--- src/rtl/dmem_store_buffer.sv ---
// dmem_store_buffer: posted-store FIFO between MEM stage and single-port data RAM.
// MEM side: mem_write_i/mem_read_i/addr_i/wdata_i/funct3_i/be_i -> rdata_o/stall_o/empty_o.
// RAM side: ram_ready_i/ram_rdata_i in, ram_we_o/ram_addr_o/ram_be_o/ram_wdata_o out.
module dmem_store_buffer #(
  parameter int DEPTH  = 4,
  parameter int ADDR_W = 32
) (
  input  logic              clk,
  input  logic              reset,
  input  logic              mem_write_i,
  input  logic              mem_read_i,
  input  logic [ADDR_W-1:0] addr_i,
  input  logic [31:0]       wdata_i,
  input  logic [2:0]        funct3_i,
  input  logic [3:0]        be_i,
  output logic [31:0]       rdata_o,
  output logic              stall_o,
  output logic              empty_o,
  input  logic              ram_ready_i,
  output logic              ram_we_o,
  output logic [ADDR_W-3:0] ram_addr_o,
  output logic [3:0]        ram_be_o,
  output logic [31:0]       ram_wdata_o,
  input  logic [31:0]       ram_rdata_i
);

  localparam int PW = $clog2(DEPTH);
  localparam int CW = PW + 1;
  localparam int WW = ADDR_W - 2;
  localparam logic [CW-1:0] FULL = CW'(DEPTH);

  logic [DEPTH-1:0] validQ;
  logic [WW-1:0]    addrQ [DEPTH];
  logic [31:0]      dataQ [DEPTH];
  logic [3:0]       beQ   [DEPTH];
  logic [PW-1:0]    head;
  logic [PW-1:0]    tail;
  logic [CW-1:0]    count;

  logic          loadReq;
  logic          storeReq;
  logic          full;
  logic          drain;
  logic          accept;
  logic [WW-1:0] wordAddr;
  logic [31:0]   alignData;

  assign wordAddr = addr_i[ADDR_W-1:2];
  // a load always owns the RAM port, even if a store is
  // (illegally) raised alongside it
  assign loadReq  = mem_read_i;
  assign storeReq = mem_write_i & ~mem_read_i;
  assign full     = count == FULL;
  assign drain    = ~loadReq & ram_ready_i & (count != '0);
  // a full buffer still takes a store when the head leaves
  assign accept   = storeReq & (~full | drain);
  assign stall_o  = (storeReq & full & ~drain)
                  | (loadReq & ~ram_ready_i);
  assign empty_o  = count == '0;

  always_comb begin
    alignData = wdata_i;
    unique case (1'b1)
      funct3_i[1:0] == 2'b00: alignData = {4{wdata_i[7:0]}};
      funct3_i[1:0] == 2'b01: alignData = {2{wdata_i[15:0]}};
      default:                alignData = wdata_i;
    endcase
  end

  always_comb begin
    ram_we_o    = drain;
    ram_addr_o  = loadReq ? wordAddr : addrQ[head];
    ram_be_o    = beQ[head];
    ram_wdata_o = dataQ[head];
  end

  // walk oldest to youngest so the youngest byte lands last
  always_comb begin
    logic [PW-1:0] idx;
    idx     = head;
    rdata_o = ram_rdata_i;
    for (int k = 0; k < DEPTH; k++) begin
      idx = head + PW'(k);
      if (validQ[idx] && addrQ[idx] == wordAddr) begin
        for (int b = 0; b < 4; b++) begin
          if (beQ[idx][b]) begin
            rdata_o[8*b +: 8] = dataQ[idx][8*b +: 8];
          end
        end
      end
    end
  end

  always_ff @(posedge clk or negedge reset) begin
    if (!reset) begin
      validQ <= '0;
      head   <= '0;
      tail   <= '0;
      count  <= '0;
    end else begin
      if (drain) begin
        validQ[head] <= 1'b0;
        head         <= head + 1'b1;
      end
      // when full, tail==head: the new entry reuses the drained slot
      if (accept) begin
        validQ[tail] <= 1'b1;
        tail         <= tail + 1'b1;
      end
      unique case ({accept, drain})
        2'b10:   count <= count + 1'b1;
        2'b01:   count <= count - 1'b1;
        default: count <= count;
      endcase
    end
  end

  always_ff @(posedge clk) begin
    if (accept) begin
      addrQ[tail] <= wordAddr;
      dataQ[tail] <= alignData;
      beQ[tail]   <= be_i;
    end
  end

endmodule
--- config.mk ---
export PLATFORM = sky130hd
export DESIGN_NAME = dmem_store_buffer
export DESIGN_NICKNAME = d
export VERILOG_FILES = /design/src/rtl/dmem_store_buffer.sv
export SDC_FILE = /design/constraint.sdc
export NUM_CORES = 1
export LEC_CHECK = 0
export ABC_CLOCK_PERIOD_IN_PS = 6200
export CELL_PAD_IN_SITES_DETAIL_PLACEMENT = 1
export CELL_PAD_IN_SITES_GLOBAL_PLACEMENT = 1
export CORE_MARGIN = 3
export CORE_UTILIZATION = 40
export DETAILED_ROUTE_END_ITERATION = 16
export PLACE_DENSITY_LB_ADDON = 0.1
export SETUP_SLACK_MARGIN = 0.15
export SYNTH_ARGS = -nofsm -noshare
export SYNTH_HDL_FRONTEND = slang
export SYNTH_SLANG_ARGS = --single-unit
--- constraint.sdc ---
create_clock -name clk -period 6.2 [get_ports clk]
set_input_delay 0.93 -clock clk [delete_from_list [all_inputs] [get_ports clk]]
set_output_delay 0.93 -clock clk [all_outputs]
set_load 0.05 [all_outputs]
==> flow_metrics.tcl, run 1 <==
set metrics [dict create \
    gp_congestion 0.878 \
    r2r-end "beQ[0][1]" \
    drive_gt1_share_pct 25.4 \
    final_cell_mix "edfxtp_1, mux4_2, clkdlybuf4s50_1" \
    grt_max_degree 129 \
    register_area_um2 8210 \
    fin_cells 2312 \
    worst_r2r_path_depth 4 \
    ioPinCount 209 \
    cts_sinks 275 \
    port_buffers 205 \
    synth_area_leaders "edfxtp_1, mux4_2, mux2i_1" \
    cts_max_path_buffers 3 \
    syn_area_um2 19900 \
    dieArea_um2 52500 \
    synth-simple-area-share_pct 7.79 \
    coreArea_um2 49100 \
    fin_setup_tns_ns 0 \
    synth-edff-count 264 \
    dr.pass1.iters 5 \
    drv_slew 0 \
    end_kind "output pin" \
    detail-route-antenna-nets 0 \
    outcome "completed" \
    cp_data_required_time_ns 5.27 \
    fmax_mhz 170 \
    syn_area_per_cell_um2 13.8 \
    grt_pass1_vias 15000 \
    finalHoldViolCount 0 \
    yosysSeqAreaShare_pct 41.2 \
    clkLatencyLatePin_ns 0.58 \
    design_area_um2 24100 \
    synth_mux_area_share_pct 31.5 \
    ys_ff_latch 275 \
    max_slew_margin_pct 37.4 \
    cp-endpoint "rdata_o[22]" \
    avgViaCountPerCell 6.30 \
    netlist.area_leader.share_pct 39.8 \
    synth_top_family_by_area "multiplexers" \
    hold_path_class "flip-flop to flip-flop" \
    n_fill_cell 4903 \
    p_total_uw 11600 \
    fin_nets 1741 \
    cts_inserted_buffers 31 \
    synthCells 1449 \
    dp.cells 2248 \
    syn-num-nets 1566 \
    power_per_cell_area_nw_per_um2 484 \
    cts_hold_buf 0 \
    synthXorXnorAreaFrac_pct 4.70 \
    cp_max_fo 128 \
    die_h_um 229 \
    synthToLayoutAreaGrowth_pct 20.7 \
    cts_root_buf "clkbuf_16" \
    cts_tree "built" \
    period_share_pct 94.6 \
    die_x_um 229 \
    layout_commonest_cell "edfxtp_1" \
    r2r-start "count[0]" \
    htreeDepth 1 \
    dp.final_hpwl_um 45700 \
    start_kind "flip-flop" \
    leakagePower_uw 0.00829 \
    vias 14600 \
    critPathKind "flip-flop to output pin" \
    synth_ff_type "edfxtp_1" \
    async_reset_ff_share_pct 4.00 \
    grt_usage_pct 24.4 \
    r2r_slack_ns 3.52 \
    multi_input_area_um2 11000 \
    fp-row-count 81 \
    setup_viol_count_final 0 \
    cap_viol_max_count 0 \
    synth_fa_ha_area_share_pct 0.603 \
    grt_antenna_before_repair 4 \
    post-route-min-period_ns 5.87 \
    whs_ns 0.538 \
    avgRoutedWirePerCell_um 28.8 \
    synth_largest_area_cell "edfxtp_1" \
    worst_pin_slew_ns 0.915 \
    max-vdd-ir-drop_uv 311 \
    drt_iter0_markers 1301 \
    path_clk_slew_ns 0.06 \
    crit_path_start "head[1]" \
    ys_warn_count 0 \
    synth_compound_area_share_pct 10.1 \
    grt-ovfl-total 0 \
    cp.arrival_ns 4.94 \
    start_util_pct 40.6 \
    place_area_um2 22900 \
    synthDistinctLibCells 77 \
    grt_pass1_wl_um 97800 \
    finClkSkew_ns 0.0176 \
    route.detailed.drc 0 \
    rsz0062_at_grt "false" \
    routed_wl_um 66500 \
]
==> layer usage <==
layer | part of all wire [%] | wire length (um) | up-vias | GRT usage, %
li1 | - | - | 6319 | -
met1 | 44 | 29500 | 7690 | 34.8
met2 | 48 | 31600 | 469 | 39.4
met3 | 5.9 | 3920 | 82 | 4.04
met4 | 2.2 | 1430 | 4 | 5.55
met5 | 0.047 | 31 | - | 0
==> flip-flops by register name, indices dropped and copies added, names as in the netlist <==
signal	flops
dataQ	128
addrQ	120
beQ	16
validQ	4
count	3
head	2
tail	2
==> cells in the mapped netlist, drive strengths merged (4+ instances only) <==
cell,n
dfrtp,11
a31oi,4
clkinv,6
o21ai,43
or4b,4
nand2b,6
mux4,213
and2,6
inv,20
or3,35
ha,8
mux2,32
o221ai,10
xor2,35
a22oi,10
edfxtp,264
nor4,9
nand2,131
o31ai,33
a21oi,28
o2111ai,4
buf,72
nor3,8
nor3b,4
xnor2,72
mux2i,111
nor2,30
a21o,5
o211ai,8
nand3,43
a2111oi,7
nand4,12
clkbuf,53
o211a,34
a221o,33
a221oi,6
==> worst min path at each step <==
stage | startpoint | endpoint | slack, ns | cells past startpoint
finish | count[0] | count[0] | 0.54 | 1
global route | count[0] | count[0] | 0.56 | 1
CTS | count[0] | count[0] | 0.54 | 1
detailed placement | count[0] | count[0] | 0.53 | 1
global placement | count[0] | count[0] | 0.53 | 1
floorplan | count[0] | count[0] | 0.49 | 1
==> cell families (layout without fill, tap and decap cells) <==
family / after synthesis / after routing
mux: 356 / 356
simple gates: 301 / 301
flops: 275 / 275
compound gates: 250 / 250
buf+inv: 151 / 348
xor+xnor: 107 / 107
fa+ha+maj: 9 / 9
other cells: 0 / 2
==> power breakdown <==
part,internal (uW),total [uW],switching (uW)
combinational,3250,7340,4100
sequential,2290,2470,187
clock,1070,1820,746
total,6610,11600,5030
==> per-stage QoR <==
stage	util [%]	setup WS, ns
2_1_floorplan	-	0.551
3_3_place_gp	46.7	0.365
3_5_place_dp	46.7	0.340
4_1_cts	48.8	0.0147
5_1_grt	49.1	0.189
6_report	49.1	0.333
==> cell type report <==
cell class	count	area share (%)
flip-flops and latches	275	34.1
multi-input cells	1023	45.6
clock inverters	17	0.764
diodes	2	0.0208
repair buffers	267	12.3
inverters	26	0.421
well taps	664	3.45
clock buffers	38	3.33
==> critical path, stage by stage (launching register included) <==
cell     delay, ns
dfrtp_4       0.45
buf_16        0.54
mux4_2        0.45
xor2_1        0.22
or4_1         0.64
nor4_1        0.36
buf_4         0.18
and4_1        0.20
buf_4         0.25
nand2_1       0.10
nor2_2        0.39
a221o_1       0.35
buf_12        0.16
==> repair_timing <==
action                                  4_1_cts  5_1_grt
cloned                                        0        1
pin swaps                                     1        3
buffers inserted                              4        2
endpoints found under the setup margin       32       32
resized for setup                             3       16
(Power assumes the default switching activity.)
==> run 2: changes to the inputs <==
Settings changed: CORE_UTILIZATION 40 to 48, PLACE_DENSITY_LB_ADDON 0.1 to 0.05.
==> run 2 against run 1 <==
Setup slack lost 0.019 ns. Global-route usage up 4.9 points. First-iteration DRC count grew 16%. Register-to-register slack worse by 0.19 ns. Final area down 0.95%. Sequential power about the same. Clock power is 2% lower. Clock skew rose by 0.0024 ns. Critical endpoint is now rdata_o[13]. Highest routed layer is now met4.
==> flow_metrics.tcl, run 2 (synthesis results as in run 1) <==
set metrics [dict create \
    outcome "completed" \
    cts_tree "built" \
    vias 14900 \
    diodes 0 \
    fin_setup_tns_ns 0 \
    grt_antenna_before_repair 0 \
    period_share_pct 94.9 \
    drive_gt1_share_pct 25.9 \
    top_register "dataQ" \
    hold_path_class "flip-flop to flip-flop" \
    avgViaCountPerCell 6.84 \
    r2r-start "count[0]" \
    power_per_cell_area_nw_per_um2 484 \
    grt_pass1_vias 15100 \
    cts_root_buf "clkbuf_16" \
    path_clk_slew_ns 0.06 \
    final_cell_mix "edfxtp_1, mux4_2, clkdlybuf4s50_1" \
    start_util_pct 48.7 \
    gp_congestion 0.908 \
    cp_max_fo 126 \
    cts_sinks 275 \
    grt_usage_pct 29.4 \
    worst_pin_slew_ns 1.10 \
    setup_slack_ns 0.313 \
    max-vdd-ir-drop_uv 575 \
    r2r-end "addrQ[2][29]" \
    start_kind "flip-flop" \
    largest_register_ffs 128 \
    layout_commonest_cell "edfxtp_1" \
    htreeDepth 1 \
    detail-route-antenna-nets 0 \
    worst_r2r_path_depth 4 \
    fin_cells 2178 \
    cp.arrival_ns 4.96 \
    coreArea_um2 40900 \
    cts_max_path_buffers 3 \
    holdPathStages 1 \
    max_slew_margin_pct 26.4 \
    die_x_um 210 \
    fin_nets 1739 \
    end_kind "output pin" \
    cp_data_required_time_ns 5.27 \
    synthToLayoutAreaGrowth_pct 19.6 \
    rsz0062_at_grt "false" \
    dieArea_um2 44000 \
    grt_max_degree 127 \
    setup_viol_count_final 0 \
    pre_cts_ws_ns 0.509 \
    p_total_uw 11500 \
    reg_top3 "dataQ x128, addrQ x120, beQ x16" \
    fmax_mhz 170 \
    dr.pass1.iters 7 \
    ioPinCount 209 \
    drv_slew 0 \
    routed_wl_um 65700 \
    cts_inserted_buffers 31 \
    grt_pass1_wl_um 97900 \
    dp.cells 2115 \
    critPathKind "flip-flop to output pin" \
    worstHoldEndpoint "count[0]" \
    die_h_um 210 \
    port_buffers 205 \
    cap_viol_max_count 0 \
    min_from "count[0]" \
    grt-ovfl-total 0 \
    drt_iter0_markers 1503 \
    post-route-min-period_ns 5.89 \
    r2r_slack_ns 3.33 \
    finalHoldViolCount 0 \
    route.detailed.drc 0 \
    dp.final_hpwl_um 45500 \
    fp-row-count 74 \
    leakagePower_uw 0.00826 \
    avgRoutedWirePerCell_um 30.2 \
    clkLatencyLatePin_ns 0.59 \
    finClkSkew_ns 0.0200 \
]
==> run 2: cell count changes in the layout (fill, tap and decap cells not counted), sizes merged <==
cell    previous run  this run
clkbuf            39        34
diode              2         0
bufinv             4         1
inv               20        26
clkinv            18        21
buf               93        92
==> run 2: stage by stage <==
| stage | instance area (um2) | util, % | hold slack [ns] |
|---|---|---|---|
| after global routing | 23800 | 58.2 | 0.550 |
| after floorplan | 19900 | - | 0.489 |
| after global placement | 22800 | 55.6 | 0.508 |
| final | 23800 | 58.2 | 0.528 |
| after detailed placement | 22800 | 55.6 | 0.520 |
| after CTS | 23800 | 58.0 | 0.529 |
==> run 2: metal layers <==
metal	part of all wire (%)	GRT usage, %	wire length [um]	up-vias
met2	48	46.5	31300	675
met4	2.7	7.39	1740	0
met3	8.9	6.22	5850	113
met5	0	0	0	-
met1	41	41.9	26800	7807
li1	-	-	-	6301
==> run 2: how the worst max path moves through the flow <==
stage	from	to	slack, ns
2_1_floorplan	head[0]	rdata_o[17]	0.55
3_5_place_dp	addr_i[11]	rdata_o[13]	0.51
3_3_place_gp	addr_i[11]	rdata_o[4]	0.58
4_1_cts	head[0]	rdata_o[0]	0.19
6_report	head[1]	rdata_o[13]	0.31
5_1_grt	head[1]	rdata_o[12]	0.17
==> run 2: where the power goes <==
part | total [uW] | internal (uW) | switching [uW] | leakage, uW
sequential | 2480 | 2290 | 193 | 0.00253
combinational | 7280 | 3220 | 4060 | 0.00525
clock | 1780 | 970 | 813 | 0.000480
total | 11500 | 6480 | 5070 | 0.00826
==> run 2: repair_timing <==
action / in CTS / in global routing
hold buffers: 0 / 0
hold endpoints to repair: 0 / 0
pin swaps: 1 / 2
setup buffers: 1 / 5
setup endpoints to repair: 32 / 32
resized for setup: 5 / 13
==> run 2: final cells by class <==
cell class	count	area, um2
fillers	3963	17100
repair buffers	265	2920
well taps	532	666
flip-flops and latches	275	8210
clock buffers	34	787
clock inverters	23	180
inverters	26	97.6
multi-input cells	1023	11000
==> run 2: worst max-delay path: stages, from the launching register on <==
cell,delay (ns)
dfrtp_4,0.44
buf_16,0.50
mux4_2,0.46
xnor2_1,0.33
nand2_1,0.20
nor4b_2,0.52
o2111ai_4,0.18
buf_4,0.36
o31ai_1,0.39
nand3_1,0.14
o211a_1,0.14
a221o_1,0.32
buf_12,0.17
==> run 3: changes to the inputs <==
Settings changed: CORE_UTILIZATION 48 to 43.
==> run 3 against run 2 <==
Sequential share of layout area fell by 0.16 points. Non-clock buffer count fell by 14. Clock skew fell by 0.0023 ns. Critical path type unchanged. Critical endpoint is now rdata_o[16]. Largest cell class unchanged. Largest power group unchanged. Highest routed layer is now met5.
==> flow_metrics.tcl, run 3 (synthesis results as in run 1) <==
set metrics [dict create \
    outcome "completed" \
    layout_commonest_cell "edfxtp_1" \
    gr-usage-met3_pct 4.91 \
    setup_viol_count_final 0 \
    grt_max_degree 111 \
    cp_data_required_time_ns 5.27 \
    drt_iter0_markers 1258 \
    cts_tree "built" \
    rsz0062_at_grt "true" \
    max-vdd-ir-drop_uv 349 \
    fin_nets 1728 \
    largest_register_ffs 128 \
    avgRoutedWirePerCell_um 29.0 \
    hold_path_class "flip-flop to flip-flop" \
    clkLatencyLatePin_ns 0.54 \
    final_cell_mix "edfxtp_1, mux4_2, clkdlybuf4s50_1" \
    grtUsageMet1_pct 36.4 \
    avgViaCountPerCell 6.46 \
    end_kind "output pin" \
    dieArea_um2 49000 \
    leakagePower_uw 0.00825 \
    drv_slew 0 \
    finClkSkew_ns 0.0177 \
    critPathKind "flip-flop to output pin" \
    cts_max_path_buffers 3 \
    cp_max_fo 18 \
    finalHoldViolCount 0 \
    die_x_um 221 \
    power.share.switching_pct 43.2 \
    gp_congestion 0.890 \
    grt_pass1_wl_um 97400 \
    port_buffers 205 \
    worst_pin_slew_ns 1.01 \
    intPower_uw 6620 \
    power_frac_comb_pct 62.3 \
    busiest_layer "met2" \
    dp.final_hpwl_um 45500 \
    power_per_cell_area_nw_per_um2 487 \
    detail-route-antenna-nets 0 \
    fmax_mhz 169 \
    synthToLayoutAreaGrowth_pct 20.2 \
    ioPinCount 209 \
    post-route-min-period_ns 5.93 \
    cp.arrival_ns 5.00 \
    dr.pass1.iters 5 \
    p_total_uw 11700 \
    max_slew_margin_pct 32.9 \
    start_util_pct 43.7 \
    crit_path_start "head[1]" \
    cts_sinks 275 \
    crit_chain "clkinv_2 -> ha_4 -> buf_12 -> mux4_2 -> xnor2_1 -> nand2_1 -> or4b_1 -> or4b_1 -> nand3_1 -> o211a_1 -> a221o_1 -> buf_12" \
    coreArea_um2 45600 \
    routed_wl_um 65000 \
    htreeDepth 2 \
    cap_viol_max_count 0 \
    grt-ovfl-total 0 \
    top_register "dataQ" \
    n_fill_cell 4459 \
    die_h_um 221 \
    crit_slowest_cell "or4b_1" \
    switchingPower_uw 5030 \
    fp-row-count 78 \
    cts_root_buf "clkbuf_16" \
    min_from "count[0]" \
    vias 14500 \
    grt_usage_pct 26.0 \
    clkPwrFrac_pct 16.4 \
    slowest_delay_ns 0.74 \
    r2r-start "count[0]" \
    power_frac_seq_pct 21.3 \
    grt_pass1_vias 15100 \
    grt_antenna_before_repair 6 \
    fin_setup_tns_ns 0 \
    r2r_slack_ns 3.58 \
    period_share_pct 95.7 \
    use_met2_pct 41.9 \
    cts_inserted_buffers 34 \
    route.detailed.drc 0 \
    drive_gt1_share_pct 24.8 \
    path_clk_slew_ns 0.06 \
    cts_hold_buf 0 \
    start_kind "flip-flop" \
    reg_top3 "dataQ x128, addrQ x120, beQ x16" \
]
==> run 3: changes by cell type in the layout (fill, tap and decap cells not counted), moves of 2 or more <==
cell | before | now
clkinv_1 | 9 | 12
buf_4 | 51 | 33
buf_12 | 37 | 41
clkinv_4 | 5 | 1
buf_6 | 3 | 1
clkinv_2 | 7 | 10
clkbuf_1 | 3 | 6
clkbuf_16 | 31 | 36
inv_6 | 6 | 1
diode_2 | 0 | 3
==> run 3: layer usage <==
layer | vias up | wire [um]
met5 | - | 17
met4 | 2 | 1440
met3 | 86 | 4930
met2 | 510 | 31200
met1 | 7584 | 27400
li1 | 6289 | -
==> run 3: path summary, 6_finish.rpt <==
| check | end | depth (start not counted) |
|---|---|---|
| max in group asynchronous | head[1] | 1 |
| max | rdata_o[16] | 12 |
| min reg2reg | count[0] | 1 |
| min | count[0] | 1 |
| min in group asynchronous | tail[1] | 1 |
| max reg2reg | addrQ[1][17] | 4 |
==> run 3: through the flow <==
| step | cell area [um2] | setup slack [ns] | cells | util (%) | hold slack (ns) |
|---|---|---|---|---|---|
| after floorplan | 19900 | 0.551 | 1449 | - | 0.489 |
| after global placement | 22800 | 0.546 | 2172 | 50.1 | 0.520 |
| after detailed placement | 22800 | 0.482 | 2172 | 50.1 | 0.579 |
| after CTS | 23900 | 0.205 | 2235 | 52.4 | 0.591 |
| after global routing | 23900 | 0.120 | 2238 | 52.5 | 0.626 |
| final | 23900 | 0.269 | 2239 | 52.5 | 0.575 |
==> run 3: power groups by stage <==
stage | combinational [uW] | sequential, uW | clock, uW
detailed placement | 7180 | 2500 | 0
floorplan | 5500 | 2440 | 0
global route | 7700 | 2510 | 2040
CTS | 7240 | 2470 | 1960
global placement | 7090 | 2480 | 0
finish | 7260 | 2480 | 1910
==> run 3: critical path: cells and delay by family, from the launching register on <==
kind            cells  cell delay (ns)
compound gates      2             0.35
flops               1             0.43
fa+ha+maj           1             0.42
mux                 1             0.53
simple gates        4             1.65
xor+xnor            1             0.52
buf+inv             3             0.55
==> run 3: final cells by class <==
| type | count | area (um2) | area share (%) |
|---|---|---|---|
| inverter | 26 | 98.8 | 0.413 |
| clock buffer | 41 | 898 | 3.75 |
| sequential | 275 | 8210 | 34.3 |
| multi-input combinational | 1023 | 11000 | 45.7 |
| timing repair buffer | 251 | 2880 | 12.0 |
| clock inverter | 20 | 149 | 0.622 |
| antenna | 3 | 7.51 | 0.0313 |
| tap | 600 | 751 | 3.13 |
==> run 3: timing repair <==
action	CTS	global route
gates resized for setup	3	10
pin swaps	1	0
endpoints found under the hold margin	0	0
gates cloned	0	1
endpoints found under the setup margin	32	32
setup buffers	2	0
==> RTL change, RTL diff (config.mk and constraints of run 2) <==
The parameter `DEPTH` goes from 4 to 8.
--- a/src/rtl/dmem_store_buffer.sv
+++ b/src/rtl/dmem_store_buffer.sv
@@ -2,7 +2,7 @@
 // MEM side: mem_write_i/mem_read_i/addr_i/wdata_i/funct3_i/be_i -> rdata_o/stall_o/empty_o.
 // RAM side: ram_ready_i/ram_rdata_i in, ram_we_o/ram_addr_o/ram_be_o/ram_wdata_o out.
 module dmem_store_buffer #(
-  parameter int DEPTH  = 4,
+  parameter int DEPTH  = 8,
   parameter int ADDR_W = 32
 ) (
   input  logic              clk,
Check against the original RTL: not settled (the Yosys comparison gave no result); the edit may change what the design does.
==> RTL change against run 2 <==
The flow now finishes with violations (setup timing); utilization is 1.1 points higher; worst setup slack got worse by 0.38 ns; combinational power grew to 3.9 times the old value; wire length rose to 3.2 times the old value; area after synthesis is 140% higher; sequential power is 89% higher; worst hold slack worse by 0.0056 ns; global-route usage rose by 11 points; sequential cell count up 271; register-to-register slack about the same; power increased to 3.2 times the old value; final area grew 140%.
==> RTL change: results <==
[run_status]
status = finished, violations left
violations = setup timing

[setup_path]
cp_top_family = simple AND/OR/NAND/NOR gates
worst_setup_path_startpoint = head[0]$_DFFE_PN0P_
critPathSlowestCell = sky130_fd_sc_hd__mux4_2
r2r_cells = 7
cp-endpoint = rdata_o[28]
crit_fanout = 35
crit_path_max_incr_delay_ns = 0.56

[global_routing]
grtUsageMet1_pct = 52.7
gr-usage-met2_pct = 63.1
antenna_violations_before_repair = 9
groute.layer.met3.usage_pct = 9.11
grt_use_total_pct = 39.9
grt_start_max_net_pins = 85

[drt]
highest_routed_metal_layer = met5
wl_met2_um = 97200
via_density_per_instance = 7.47
routedLengthMet1_um = 78200
dr.pass1.iters = 6

[synth]
synth.cells.most_frequent = sky130_fd_sc_hd__nand2_1, sky130_fd_sc_hd__mux4_2, sky130_fd_sc_hd__edfxtp_1
synth_nets = 4118
synth_edf_count = 528
ys_types = 90

[final_layout]
layout.nonclk_buf_share_pct = 12.2
top_regs = dataQ (256), addrQ (240), beQ (32)
multi_input_combinational_cell_area_um2 = 30300
sequential_cell_total = 546
final_nets = 4467
num-multi-input-gates = 3049
antenna_cells_inserted = 4
drive_gt1_share_pct = 33.7

[power_and_ir_drop]
share_of_power_burned_in_combinational_logic_pct = 76.1
flop_pwr_share_pct = 12.7
internal-power_mw = 18.4

[clock_network]
cts_made_buffers = 70
latest_clock_arrival_within_the_worst_skew_pair_ns = 0.66
clock_tree.htree_level_count = 3

[timing]
max_slew_margin_pct = 20.3
final.setup.worst_slack_ns = -0.0648
setup_violators_final = 8
setup_tns_ns = -0.140

[hold_path]
worstHoldEndpoint = count[3]$_DFFE_PN0P_
hold_start = count[3]$_DFFE_PN0P_

[placement]
hpwlAfterDp_um = 141000
placedCellCount = 5436
RTL change: stage by stage:
stage | instance area (um2) | total power, mW | setup slack, ns | hold slack, ns | utilization, %
2_1_floorplan | 47800 | 21.6 | 0.0310 | 0.487 | -
3_3_place_gp | 52600 | 28.7 | 0.0491 | 0.510 | 54.1
3_5_place_dp | 52600 | 29.2 | -0.0387 | 0.525 | 54.1
4_1_cts | 56600 | 35.1 | -0.0157 | 0.531 | 58.2
5_1_grt | 57700 | 38.1 | -0.111 | 0.571 | 59.3
6_report | 57700 | 36.9 | -0.0648 | 0.522 | 59.3
RTL change: logic make-up after synthesis:
group,Yosys count,synth area share (%)
mux,992,36.2
simple gates,1260,12.3
compound gates,600,8.90
buf+inv,405,4.44
flops,546,34.4
fa+ha+maj,10,0.280
xor+xnor,187,3.52
RTL change: what timing repair did:
action	in CTS	in global routing
setup buffers	56	41
pin swaps	58	35
gates cloned	13	7
endpoints found under the setup margin	37	36
resized for setup	202	115
